## config.mk

```make
export PLATFORM = sky130hd
export DESIGN_NAME = operand_fetch_flat
export DESIGN_NICKNAME = d
export VERILOG_FILES = /design/src/rtl/operand_fetch_if.sv /design/src/rtl/operand_fetch.sv /design/src/flat_wrapper.sv
export SDC_FILE = /design/constraint.sdc
export NUM_CORES = 1
export LEC_CHECK = 0
export BUFFER_PORTS_ARGS = -buffer_cell sky130_fd_sc_hd__buf_2
export CAP_MARGIN = 20
export CORE_AREA = 8 8 193 195
export DETAILED_ROUTE_END_ITERATION = 7
export DIE_AREA = 0 0 201 203
export SYNTH_ARGS = -nofsm -noshare
export SYNTH_HDL_FRONTEND = slang
export SYNTH_SLANG_ARGS = --single-unit
```

## constraint.sdc

```tcl
create_clock -name clk -period 2.6 [get_ports clk]
set_input_delay 0 -clock clk [delete_from_list [all_inputs] [get_ports clk]]
set_output_delay 0 -clock clk [all_outputs]
set_load 0.05 [all_outputs]
```

## src/rtl/operand_fetch_if.sv

```systemverilog
// Operand-fetch bundle: decode inputs, regfile read ports, EX/MEM/WB bypass sources, ID/EX outputs.
// Carries no state; timing is set by the operand_fetch stage that owns the slave side.
// stall flows back to the upstream producer on the same bundle (combinational).
interface operand_fetch_if #(
    parameter int WIDTH   = 64,
    parameter int REGBITS = 5
);
    // decoded instruction
    logic               in_valid;
    logic [REGBITS-1:0] in_rn;
    logic [REGBITS-1:0] in_rm;
    logic               in_use_rn;
    logic               in_use_rm;
    logic [REGBITS-1:0] in_rd;
    logic               in_reg_write;
    logic               in_mem_read;
    logic               flush;

    // register file read ports
    logic [REGBITS-1:0] rf_rr1;
    logic [REGBITS-1:0] rf_rr2;
    logic [WIDTH-1:0]   rf_rd1;
    logic [WIDTH-1:0]   rf_rd2;

    // EX stage status
    logic               ex_valid;
    logic               ex_reg_write;
    logic               ex_mem_read;
    logic [REGBITS-1:0] ex_rd;
    logic [WIDTH-1:0]   ex_result;

    // MEM stage status
    logic               mem_valid;
    logic               mem_reg_write;
    logic [REGBITS-1:0] mem_rd;
    logic [WIDTH-1:0]   mem_result;

    // WB stage (shared with the regfile write port)
    logic               wb_reg_write;
    logic [REGBITS-1:0] wb_rd;
    logic [WIDTH-1:0]   wb_data;

    // upstream hold request
    logic               stall;

    // ID/EX pipeline register
    logic               out_valid;
    logic               out_reg_write;
    logic               out_mem_read;
    logic [REGBITS-1:0] out_rd;
    logic [WIDTH-1:0]   out_a;
    logic [WIDTH-1:0]   out_b;

    // pipeline environment side (decode, regfile, later stages)
    modport master (
        output in_valid, in_rn, in_rm, in_use_rn, in_use_rm, in_rd,
               in_reg_write, in_mem_read, flush,
        output rf_rd1, rf_rd2,
        output ex_valid, ex_reg_write, ex_mem_read, ex_rd, ex_result,
        output mem_valid, mem_reg_write, mem_rd, mem_result,
        output wb_reg_write, wb_rd, wb_data,
        input  rf_rr1, rf_rr2, stall,
        input  out_valid, out_reg_write, out_mem_read, out_rd, out_a, out_b
    );

    // operand-fetch stage side
    modport slave (
        input  in_valid, in_rn, in_rm, in_use_rn, in_use_rm, in_rd,
               in_reg_write, in_mem_read, flush,
        input  rf_rd1, rf_rd2,
        input  ex_valid, ex_reg_write, ex_mem_read, ex_rd, ex_result,
        input  mem_valid, mem_reg_write, mem_rd, mem_result,
        input  wb_reg_write, wb_rd, wb_data,
        output rf_rr1, rf_rr2, stall,
        output out_valid, out_reg_write, out_mem_read, out_rd, out_a, out_b
    );
endinterface

```

## src/rtl/operand_fetch.sv

```systemverilog
// Register-read stage: regfile addressing, EX/MEM/WB operand bypass, load-use hazard detection into ID/EX.
// Latency 1 cycle; a load-use hazard inserts exactly one bubble while stall holds the instruction upstream.
// Backpressure: combinational stall to upstream; downstream is never stalled. Optional stall_count via OPERAND_FETCH_STALL_CNT_EN.
module operand_fetch #(
    parameter int WIDTH    = 64,
    parameter int REGBITS  = 5,
    parameter int ZERO_REG = 31
) (
    input  logic clk,
    input  logic reset,
    operand_fetch_if.slave bus
`ifdef OPERAND_FETCH_STALL_CNT_EN
    ,
    output logic [31:0] stall_count
`endif
);

    localparam logic [REGBITS-1:0] ZERO_IDX = REGBITS'(ZERO_REG);

    logic             exFwdOk;
    logic             memFwdOk;
    logic             wbFwdOk;
    logic             loadInEx;
    logic             hazard;
    logic [WIDTH-1:0] opA;
    logic [WIDTH-1:0] opB;

    // Pick the youngest in-flight producer for one source; X31 always reads as zero.
    function automatic logic [WIDTH-1:0] resolveOperand(
        input logic [REGBITS-1:0] src,
        input logic [WIDTH-1:0]   rfData,
        input logic               exOk,
        input logic [REGBITS-1:0] exRd,
        input logic [WIDTH-1:0]   exResult,
        input logic               memOk,
        input logic [REGBITS-1:0] memRd,
        input logic [WIDTH-1:0]   memResult,
        input logic               wbOk,
        input logic [REGBITS-1:0] wbRd,
        input logic [WIDTH-1:0]   wbData
    );
        logic [WIDTH-1:0] result;
        result = rfData;
        if (src == ZERO_IDX) begin
            result = '0;
        end else if (exOk && (exRd == src)) begin
            result = exResult;
        end else if (memOk && (memRd == src)) begin
            result = memResult;
        end else if (wbOk && (wbRd == src)) begin
            // regfile write lands on the same edge, so its read port still shows the old value
            result = wbData;
        end
        return result;
    endfunction

    // Regfile addresses come straight from the decoded sources.
    assign bus.rf_rr1 = bus.in_rn;
    assign bus.rf_rr2 = bus.in_rm;

    // Bypass qualifiers: a load in EX has no data yet, so it is never a bypass source.
    always_comb begin
        exFwdOk  = bus.ex_valid & bus.ex_reg_write & ~bus.ex_mem_read;
        memFwdOk = bus.mem_valid & bus.mem_reg_write;
        wbFwdOk  = bus.wb_reg_write;
        loadInEx = bus.ex_valid & bus.ex_mem_read & bus.ex_reg_write & (bus.ex_rd != ZERO_IDX);
    end

    // Load-use hazard: a used source depends on a load still in EX.
    always_comb begin
        hazard = bus.in_valid & loadInEx &
                 ((bus.in_use_rn & (bus.ex_rd == bus.in_rn)) |
                  (bus.in_use_rm & (bus.ex_rd == bus.in_rm)));
    end

    // A flush discards the instruction anyway, so holding it upstream would be pointless.
    assign bus.stall = hazard & ~bus.flush & ~reset;

    // Resolve both operands every cycle, whether or not the source is used.
    always_comb begin
        opA = resolveOperand(bus.in_rn, bus.rf_rd1,
                             exFwdOk, bus.ex_rd, bus.ex_result,
                             memFwdOk, bus.mem_rd, bus.mem_result,
                             wbFwdOk, bus.wb_rd, bus.wb_data);
        opB = resolveOperand(bus.in_rm, bus.rf_rd2,
                             exFwdOk, bus.ex_rd, bus.ex_result,
                             memFwdOk, bus.mem_rd, bus.mem_result,
                             wbFwdOk, bus.wb_rd, bus.wb_data);
    end

    // ID/EX register: reset clears, flush/hazard load a bubble, otherwise capture the instruction.
    always_ff @(posedge clk) begin
        if (reset) begin
            bus.out_valid     <= 1'b0;
            bus.out_reg_write <= 1'b0;
            bus.out_mem_read  <= 1'b0;
            bus.out_rd        <= '0;
            bus.out_a         <= '0;
            bus.out_b         <= '0;
        end else if (bus.flush || hazard) begin
            bus.out_valid     <= 1'b0;
            bus.out_reg_write <= 1'b0;
            bus.out_mem_read  <= 1'b0;
            bus.out_rd        <= ZERO_IDX;
            bus.out_a         <= '0;
            bus.out_b         <= '0;
        end else begin
            bus.out_valid     <= bus.in_valid;
            bus.out_reg_write <= bus.in_valid & bus.in_reg_write;
            bus.out_mem_read  <= bus.in_valid & bus.in_mem_read;
            bus.out_rd        <= bus.in_rd;
            bus.out_a         <= opA;
            bus.out_b         <= opB;
        end
    end

`ifdef OPERAND_FETCH_STALL_CNT_EN
    // Free-running count of stall cycles; wraps naturally at 32 bits.
    always_ff @(posedge clk) begin
        if (reset) begin
            stall_count <= '0;
        end else if (bus.stall) begin
            stall_count <= stall_count + 32'd1;
        end
    end
`else
`endif

endmodule

```

## src/flat_wrapper.sv

```systemverilog
// flat-port wrapper written by rule: the top's interface ports become plain ports
module operand_fetch_flat 
#(
    parameter int WIDTH    = 64,
    parameter int REGBITS  = 5,
    parameter int ZERO_REG = 31
)
  (clk, reset, bus_in_valid, bus_in_rn, bus_in_rm, bus_in_use_rn, bus_in_use_rm, bus_in_rd, bus_in_reg_write, bus_in_mem_read, bus_flush, bus_rf_rd1, bus_rf_rd2, bus_ex_valid, bus_ex_reg_write, bus_ex_mem_read, bus_ex_rd, bus_ex_result, bus_mem_valid, bus_mem_reg_write, bus_mem_rd, bus_mem_result, bus_wb_reg_write, bus_wb_rd, bus_wb_data, bus_rf_rr1, bus_rf_rr2, bus_stall, bus_out_valid, bus_out_reg_write, bus_out_mem_read, bus_out_rd, bus_out_a, bus_out_b);
  operand_fetch_if #(.WIDTH(WIDTH), .REGBITS(REGBITS)) bus_i ();
  input  logic clk;
  input  logic reset;
  input wire logic [$bits(bus_i.in_valid)-1:0] bus_in_valid;
  input wire logic [$bits(bus_i.in_rn)-1:0] bus_in_rn;
  input wire logic [$bits(bus_i.in_rm)-1:0] bus_in_rm;
  input wire logic [$bits(bus_i.in_use_rn)-1:0] bus_in_use_rn;
  input wire logic [$bits(bus_i.in_use_rm)-1:0] bus_in_use_rm;
  input wire logic [$bits(bus_i.in_rd)-1:0] bus_in_rd;
  input wire logic [$bits(bus_i.in_reg_write)-1:0] bus_in_reg_write;
  input wire logic [$bits(bus_i.in_mem_read)-1:0] bus_in_mem_read;
  input wire logic [$bits(bus_i.flush)-1:0] bus_flush;
  input wire logic [$bits(bus_i.rf_rd1)-1:0] bus_rf_rd1;
  input wire logic [$bits(bus_i.rf_rd2)-1:0] bus_rf_rd2;
  input wire logic [$bits(bus_i.ex_valid)-1:0] bus_ex_valid;
  input wire logic [$bits(bus_i.ex_reg_write)-1:0] bus_ex_reg_write;
  input wire logic [$bits(bus_i.ex_mem_read)-1:0] bus_ex_mem_read;
  input wire logic [$bits(bus_i.ex_rd)-1:0] bus_ex_rd;
  input wire logic [$bits(bus_i.ex_result)-1:0] bus_ex_result;
  input wire logic [$bits(bus_i.mem_valid)-1:0] bus_mem_valid;
  input wire logic [$bits(bus_i.mem_reg_write)-1:0] bus_mem_reg_write;
  input wire logic [$bits(bus_i.mem_rd)-1:0] bus_mem_rd;
  input wire logic [$bits(bus_i.mem_result)-1:0] bus_mem_result;
  input wire logic [$bits(bus_i.wb_reg_write)-1:0] bus_wb_reg_write;
  input wire logic [$bits(bus_i.wb_rd)-1:0] bus_wb_rd;
  input wire logic [$bits(bus_i.wb_data)-1:0] bus_wb_data;
  output wire logic [$bits(bus_i.rf_rr1)-1:0] bus_rf_rr1;
  output wire logic [$bits(bus_i.rf_rr2)-1:0] bus_rf_rr2;
  output wire logic [$bits(bus_i.stall)-1:0] bus_stall;
  output wire logic [$bits(bus_i.out_valid)-1:0] bus_out_valid;
  output wire logic [$bits(bus_i.out_reg_write)-1:0] bus_out_reg_write;
  output wire logic [$bits(bus_i.out_mem_read)-1:0] bus_out_mem_read;
  output wire logic [$bits(bus_i.out_rd)-1:0] bus_out_rd;
  output wire logic [$bits(bus_i.out_a)-1:0] bus_out_a;
  output wire logic [$bits(bus_i.out_b)-1:0] bus_out_b;
  assign bus_i.in_valid = bus_in_valid;
  assign bus_i.in_rn = bus_in_rn;
  assign bus_i.in_rm = bus_in_rm;
  assign bus_i.in_use_rn = bus_in_use_rn;
  assign bus_i.in_use_rm = bus_in_use_rm;
  assign bus_i.in_rd = bus_in_rd;
  assign bus_i.in_reg_write = bus_in_reg_write;
  assign bus_i.in_mem_read = bus_in_mem_read;
  assign bus_i.flush = bus_flush;
  assign bus_i.rf_rd1 = bus_rf_rd1;
  assign bus_i.rf_rd2 = bus_rf_rd2;
  assign bus_i.ex_valid = bus_ex_valid;
  assign bus_i.ex_reg_write = bus_ex_reg_write;
  assign bus_i.ex_mem_read = bus_ex_mem_read;
  assign bus_i.ex_rd = bus_ex_rd;
  assign bus_i.ex_result = bus_ex_result;
  assign bus_i.mem_valid = bus_mem_valid;
  assign bus_i.mem_reg_write = bus_mem_reg_write;
  assign bus_i.mem_rd = bus_mem_rd;
  assign bus_i.mem_result = bus_mem_result;
  assign bus_i.wb_reg_write = bus_wb_reg_write;
  assign bus_i.wb_rd = bus_wb_rd;
  assign bus_i.wb_data = bus_wb_data;
  assign bus_rf_rr1 = bus_i.rf_rr1;
  assign bus_rf_rr2 = bus_i.rf_rr2;
  assign bus_stall = bus_i.stall;
  assign bus_out_valid = bus_i.out_valid;
  assign bus_out_reg_write = bus_i.out_reg_write;
  assign bus_out_mem_read = bus_i.out_mem_read;
  assign bus_out_rd = bus_i.out_rd;
  assign bus_out_a = bus_i.out_a;
  assign bus_out_b = bus_i.out_b;
  operand_fetch #(.WIDTH(WIDTH), .REGBITS(REGBITS), .ZERO_REG(ZERO_REG)) u_core (.clk(clk), .reset(reset), .bus(bus_i));
endmodule
```

==> impl_metrics.tcl, run 1 <==
set metrics [dict create \
    status "completed" \
    grt_max_degree 77 \
    ys_seq_area_frac 0.295 \
    grt_usage 0.236 \
    relSlewSlack 0.551 \
    path_max_fanout 53 \
    syn_area_sq_mm 0.00924 \
    die_area_sq_mm 0.0408 \
    vias 12400 \
    synth.top_cell.area_share 0.295 \
    htreeDepth 4 \
    path_buf_inv 4 \
    nets 2071 \
    synth_enable_flop_cells 0 \
    syn-num-nets 1522 \
    syn_to_final_growth_pct 54.8 \
    core-area_sq_mm 0.0341 \
    ys_types 28 \
    holdCritPathClass "primary input to register" \
    initial_utilization 0.271 \
    fillers 3372 \
    route.detailed.drc 0 \
    critical_path_class "primary input to register" \
    required_ns 2.93 \
    end_kind "register" \
    ir_drop_mv 0.455 \
    worstPathArrival_ns 2.47 \
    yosysMostFrequentCell "dfxtp_1" \
    first_pass_iters 7 \
    antenna_found_initial 7 \
    clockBufferDepth 2 \
    dp_slack_ns 0.518 \
    hold_violations 0 \
    io_buffers 510 \
    drtIter0Drc 1120 \
    rows 68 \
    dieWidth_um 201 \
    cts_resized 0 \
    yosysTopAreaCell "dfxtp_1" \
    async_reset_ff_frac 0 \
    layout_min_cycle_time_ns 2.14 \
    max_stage_delay_ns 0.58 \
    ys.flop_type "dfxtp_1" \
    cts_sinks 136 \
    cts_tree "built" \
    synth_area_per_cell_sq_um 7.98 \
    power_w 0.00659 \
    fin_util 0.419 \
    synth-seq-cells 136 \
    cts_hold_buf 141 \
    drive_gt1_frac 0.347 \
    maxCapViolations 0 \
    critPathTopFamily "buffers and inverters" \
    max_slew.worst_pin.slew_ns 0.671 \
    grt_pass1_wl_mm 76.9 \
    final-setup-viol-count 0 \
    dp_cells 2001 \
    finalWirelength_mm 51.2 \
    cts-root-buf "clkbuf_16" \
    grt_pass1_vias 13300 \
    layout.cells.non_filler 2182 \
    period_share 0.823 \
    p_leak_nw 6.45 \
    yosysWarningCount 0 \
    slowest_stage "dlygate4sd3_1" \
    clk_pin_slew_worst_paths_ns 0.06 \
    overflow 0 \
    crit_chain "buf_2, xor2_1, nor4_2, buf_4, buf_12, a21boi_0, o311ai_1, a211oi_1, dlygate4sd3_1" \
    worst_setup_path_start_kind "primary input" \
    drv_slew 0 \
    netlist_instances 1158 \
    synth_commonest_cells "dfxtp_1 (136), nand2_1 (133), and3_1 (130)" \
    wire_per_inst_um 23.4 \
    io_pins 511 \
    final.setup.tns_ns 0 \
    synth_area_leaders "dfxtp_1 (29%), o311ai_1 (12%), a211oi_1 (10%), a21boi_0 (10%), and3_1 (8.8%)" \
    die_y_um 203 \
    vias_per_cell 5.67 \
    cts_made_buffers 17 \
    setup_ws_ns 0.461 \
    dpl.hpwl_mm 35.1 \
    ant_nets 0 \
    fmax_mhz 467 \
    place_congestion 0.927 \
    rsz0062_at_grt "no" \
    cts_setup_buffers 0 \
    powerDensity_mw_per_mm2 460 \
]
-- where the power goes --
part | switching, W | leakage (nW) | internal, W
clock | 0.00103 | 0.292 | 0.00154
sequential | 0.0000359 | 1.12 | 0.00218
combinational | 0.00111 | 5.04 | 0.000688
total | 0.00217 | 6.45 | 0.00442
-- state kept, by name, indices dropped and copies added, names as in the netlist --
signal / flops
u_core.bus.out_rd: 5
u_core.bus.out_mem_read: 1
u_core.bus.out_a: 64
u_core.bus.out_valid: 1
u_core.bus.out_reg_write: 1
u_core.bus.out_b: 64
-- cell families after synthesis --
logic type | share of synthesized area
AO/OA/AOI/OAI | 0.336
AND/OR/NAND/NOR | 0.253
flip-flops | 0.295
buffers and inverters | 0.0881
XOR/XNOR | 0.0284
-- layout make-up --
cell class | instances | area [sq um] | area share
clock buffers | 23 | 498 | 0.0348
flip-flops and latches | 136 | 2720 | 0.190
repair buffers | 691 | 4490 | 0.314
well taps | 455 | 569 | 0.0398
diodes | 7 | 17.5 | 0.00122
inverters | 20 | 75.1 | 0.00525
multi-input cells | 841 | 5820 | 0.407
clock inverters | 9 | 114 | 0.00796
-- metal layers --
layer,global-route usage,vias up,share of wire
met5,0,-,0
met4,0.124,0,0.036
met1,0.275,5853,0.39
met3,0.0692,132,0.099
met2,0.388,896,0.48
li1,-,5489,-
-- per-stage QoR --
stage / instance area (sq um) / hold slack (ns)
floorplan: 9240 / 0.132
global route: 14300 / 0.0144
finish: 14300 / 0.0208
global placement: 12300 / 0.222
CTS: 14300 / 0.000609
detailed placement: 12300 / 0.225
-- cell usage in the layout (no fill, tap or decap), types with 2 or more instances in the layout --
cell type	n
nand3b_1	90
and3_1	128
diode_2	7
bufinv_16	2
o311ai_0	3
nor3b_1	2
buf_2	510
nor2_4	2
dfxtp_1	136
nand2_1	133
and2_2	2
clkbuf_16	17
xnor2_1	2
clkinvlp_4	3
nor3_1	2
clkbuf_8	5
buf_4	21
clkinv_4	2
o21ai_4	2
dlygate4sd3_1	142
and2_4	2
nand3_4	2
nor2_1	5
o31a_1	5
buf_12	18
o311ai_1	125
nor4_2	3
a211oi_1	128
inv_1	20
a21boi_0	128
xor2_1	28
and3_2	2
nand3_1	42
-- final timing paths --
path / depth (start not counted) / end / startpoint / slack [ns]
min: 4 / u_core.bus.out_a[23] / bus_mem_result[23] / 0.02
max: 9 / u_core.bus.out_b[7] / bus_in_rm[4] / 0.46
Power figures use the tool's default switching activity.
==> run 2: changes to the inputs <==
==> constraint.sdc (replaced) <==
create_clock -name clk -period 2.1 [get_ports clk]
set_input_delay 0 -clock clk [delete_from_list [all_inputs] [get_ports clk]]
set_output_delay 0 -clock clk [all_outputs]
set_load 0.05 [all_outputs]
==> run 2 against run 1 <==
Net effect: power up 22%; sequential power grew 24%; critical path depth stayed put; non-clock buffer count up 14; critical path type unchanged; critical endpoint is now u_core.bus.out_a[39]; largest cell class unchanged; largest power group unchanged.
==> impl_metrics.tcl, run 2 (synthesized netlist as in run 1, its figures left out) <==
set metrics [dict create \
    place_congestion 0.904 \
    regArea_sq_mm 0.00272 \
    max_slew.worst_pin.slew_ns 0.915 \
    ant_nets 0 \
    grt_pass1_vias 13100 \
    grt_use_met3 0.0561 \
    die_area_sq_mm 0.0408 \
    layout_min_cycle_time_ns 2.00 \
    hold-path-cell-count 4 \
    drtIter0Drc 1271 \
    core-area_sq_mm 0.0341 \
    ir_drop_mv 0.547 \
    grt.busiest_layer "met2" \
    antenna_found_initial 5 \
    dpl.hpwl_mm 35.7 \
    cts-root-buf "clkbuf_16" \
    initial_utilization 0.271 \
    worst_setup_path_start_kind "primary input" \
    maxCapViolations 0 \
    multi_input_area_sq_mm 0.00582 \
    nets 2085 \
    cts_sinks 136 \
    powerDensity_mw_per_mm2 555 \
    status "completed" \
    route.detailed.drc 0 \
    critical_path_class "primary input to register" \
    io_pins 511 \
    holdCritPathClass "primary input to register" \
    fillers 3439 \
    finalWirelength_mm 50.8 \
    layout_common_cells "buf_2 (510), dlygate4sd3_1 (146), dfxtp_1 (136)" \
    grt_usage 0.235 \
    top_regs "u_core.bus.out_a (64), u_core.bus.out_b (64), u_core.bus.out_rd (5)" \
    die_y_um 203 \
    final-setup-viol-count 0 \
    rsz0062_at_grt "no" \
    fmax_mhz 499 \
    path_max_fanout 32 \
    wire_per_inst_um 23.2 \
    htreeDepth 4 \
    p_leak_nw 6.53 \
    relSlewSlack 0.390 \
    gr-usage-met2 0.386 \
    whs_ns 0.0326 \
    drive_gt1_frac 0.348 \
    final_common_cell "buf_2" \
    cts_tree "built" \
    use_met1 0.282 \
    required_ns 2.42 \
    grt_max_degree 65 \
    cts_resized 0 \
    period_share 0.954 \
    syn_to_final_growth_pct 56.6 \
    dieWidth_um 201 \
    cts_made_buffers 17 \
    end_kind "register" \
    overflow 0 \
    drv_slew 0 \
    rows 68 \
    hold_violations 0 \
    worstPathArrival_ns 2.32 \
    clockBufferDepth 2 \
    clk_pin_slew_worst_paths_ns 0.06 \
    vias 12500 \
    final.setup.tns_ns 0 \
    vias_per_cell 5.70 \
    first_pass_iters 5 \
    grt_pass1_wl_mm 76.6 \
    io_buffers 510 \
]
run 2: critical path, cell delays in order:
cell           delay (ns)
buf_2                0.14
xor2_1               0.16
nor3_1               0.29
nand3_1              0.17
a221oi_4             0.39
buf_12               0.24
buf_12               0.21
a211oi_1             0.08
dlygate4sd3_1        0.61
run 2: path summary, 6_finish.rpt:
path	startpoint	endpoint	slack (ns)
worst max-delay path	bus_ex_rd[0]	u_core.bus.out_a[39]	0.1
worst min-delay path	bus_mem_result[21]	u_core.bus.out_b[21]	0.03
run 2: what timing repair did:
item                      CTS  global route
hold endpoints to repair  136             0
hold buffers              146             0
buffers inserted            0             0
run 2: cell type report:
type,instances,area share
antenna,5,0.000865
clock buffer,22,0.0321
clock inverter,8,0.00683
inverter,20,0.00519
multi-input combinational,841,0.402
sequential,136,0.188
tap,455,0.0393
timing repair buffer,705,0.325
run 2: routing by layer:
layer	up-vias	wire length (um)
met5	-	0
met4	0	2050
met3	155	4780
met2	909	24200
met1	5884	19800
li1	5536	-
run 2: through the flow:
stage	cells	total power, W	cell area, sq um	setup WS (ns)	util
after floorplan	1158	0.00392	9240	0.665	-
after global placement	2011	0.00481	12400	0.195	0.364
after detailed placement	2011	0.00481	12400	0.173	0.364
after CTS	2187	0.00806	14500	0.170	0.424
after global routing	2192	0.00831	14500	0.0160	0.424
final	2192	0.00803	14500	0.0966	0.424
run 2: where the power goes:
part | internal, W | switching (W)
clock network | 0.00179 | 0.00124
logic | 0.000882 | 0.00137
registers | 0.00270 | 0.0000449
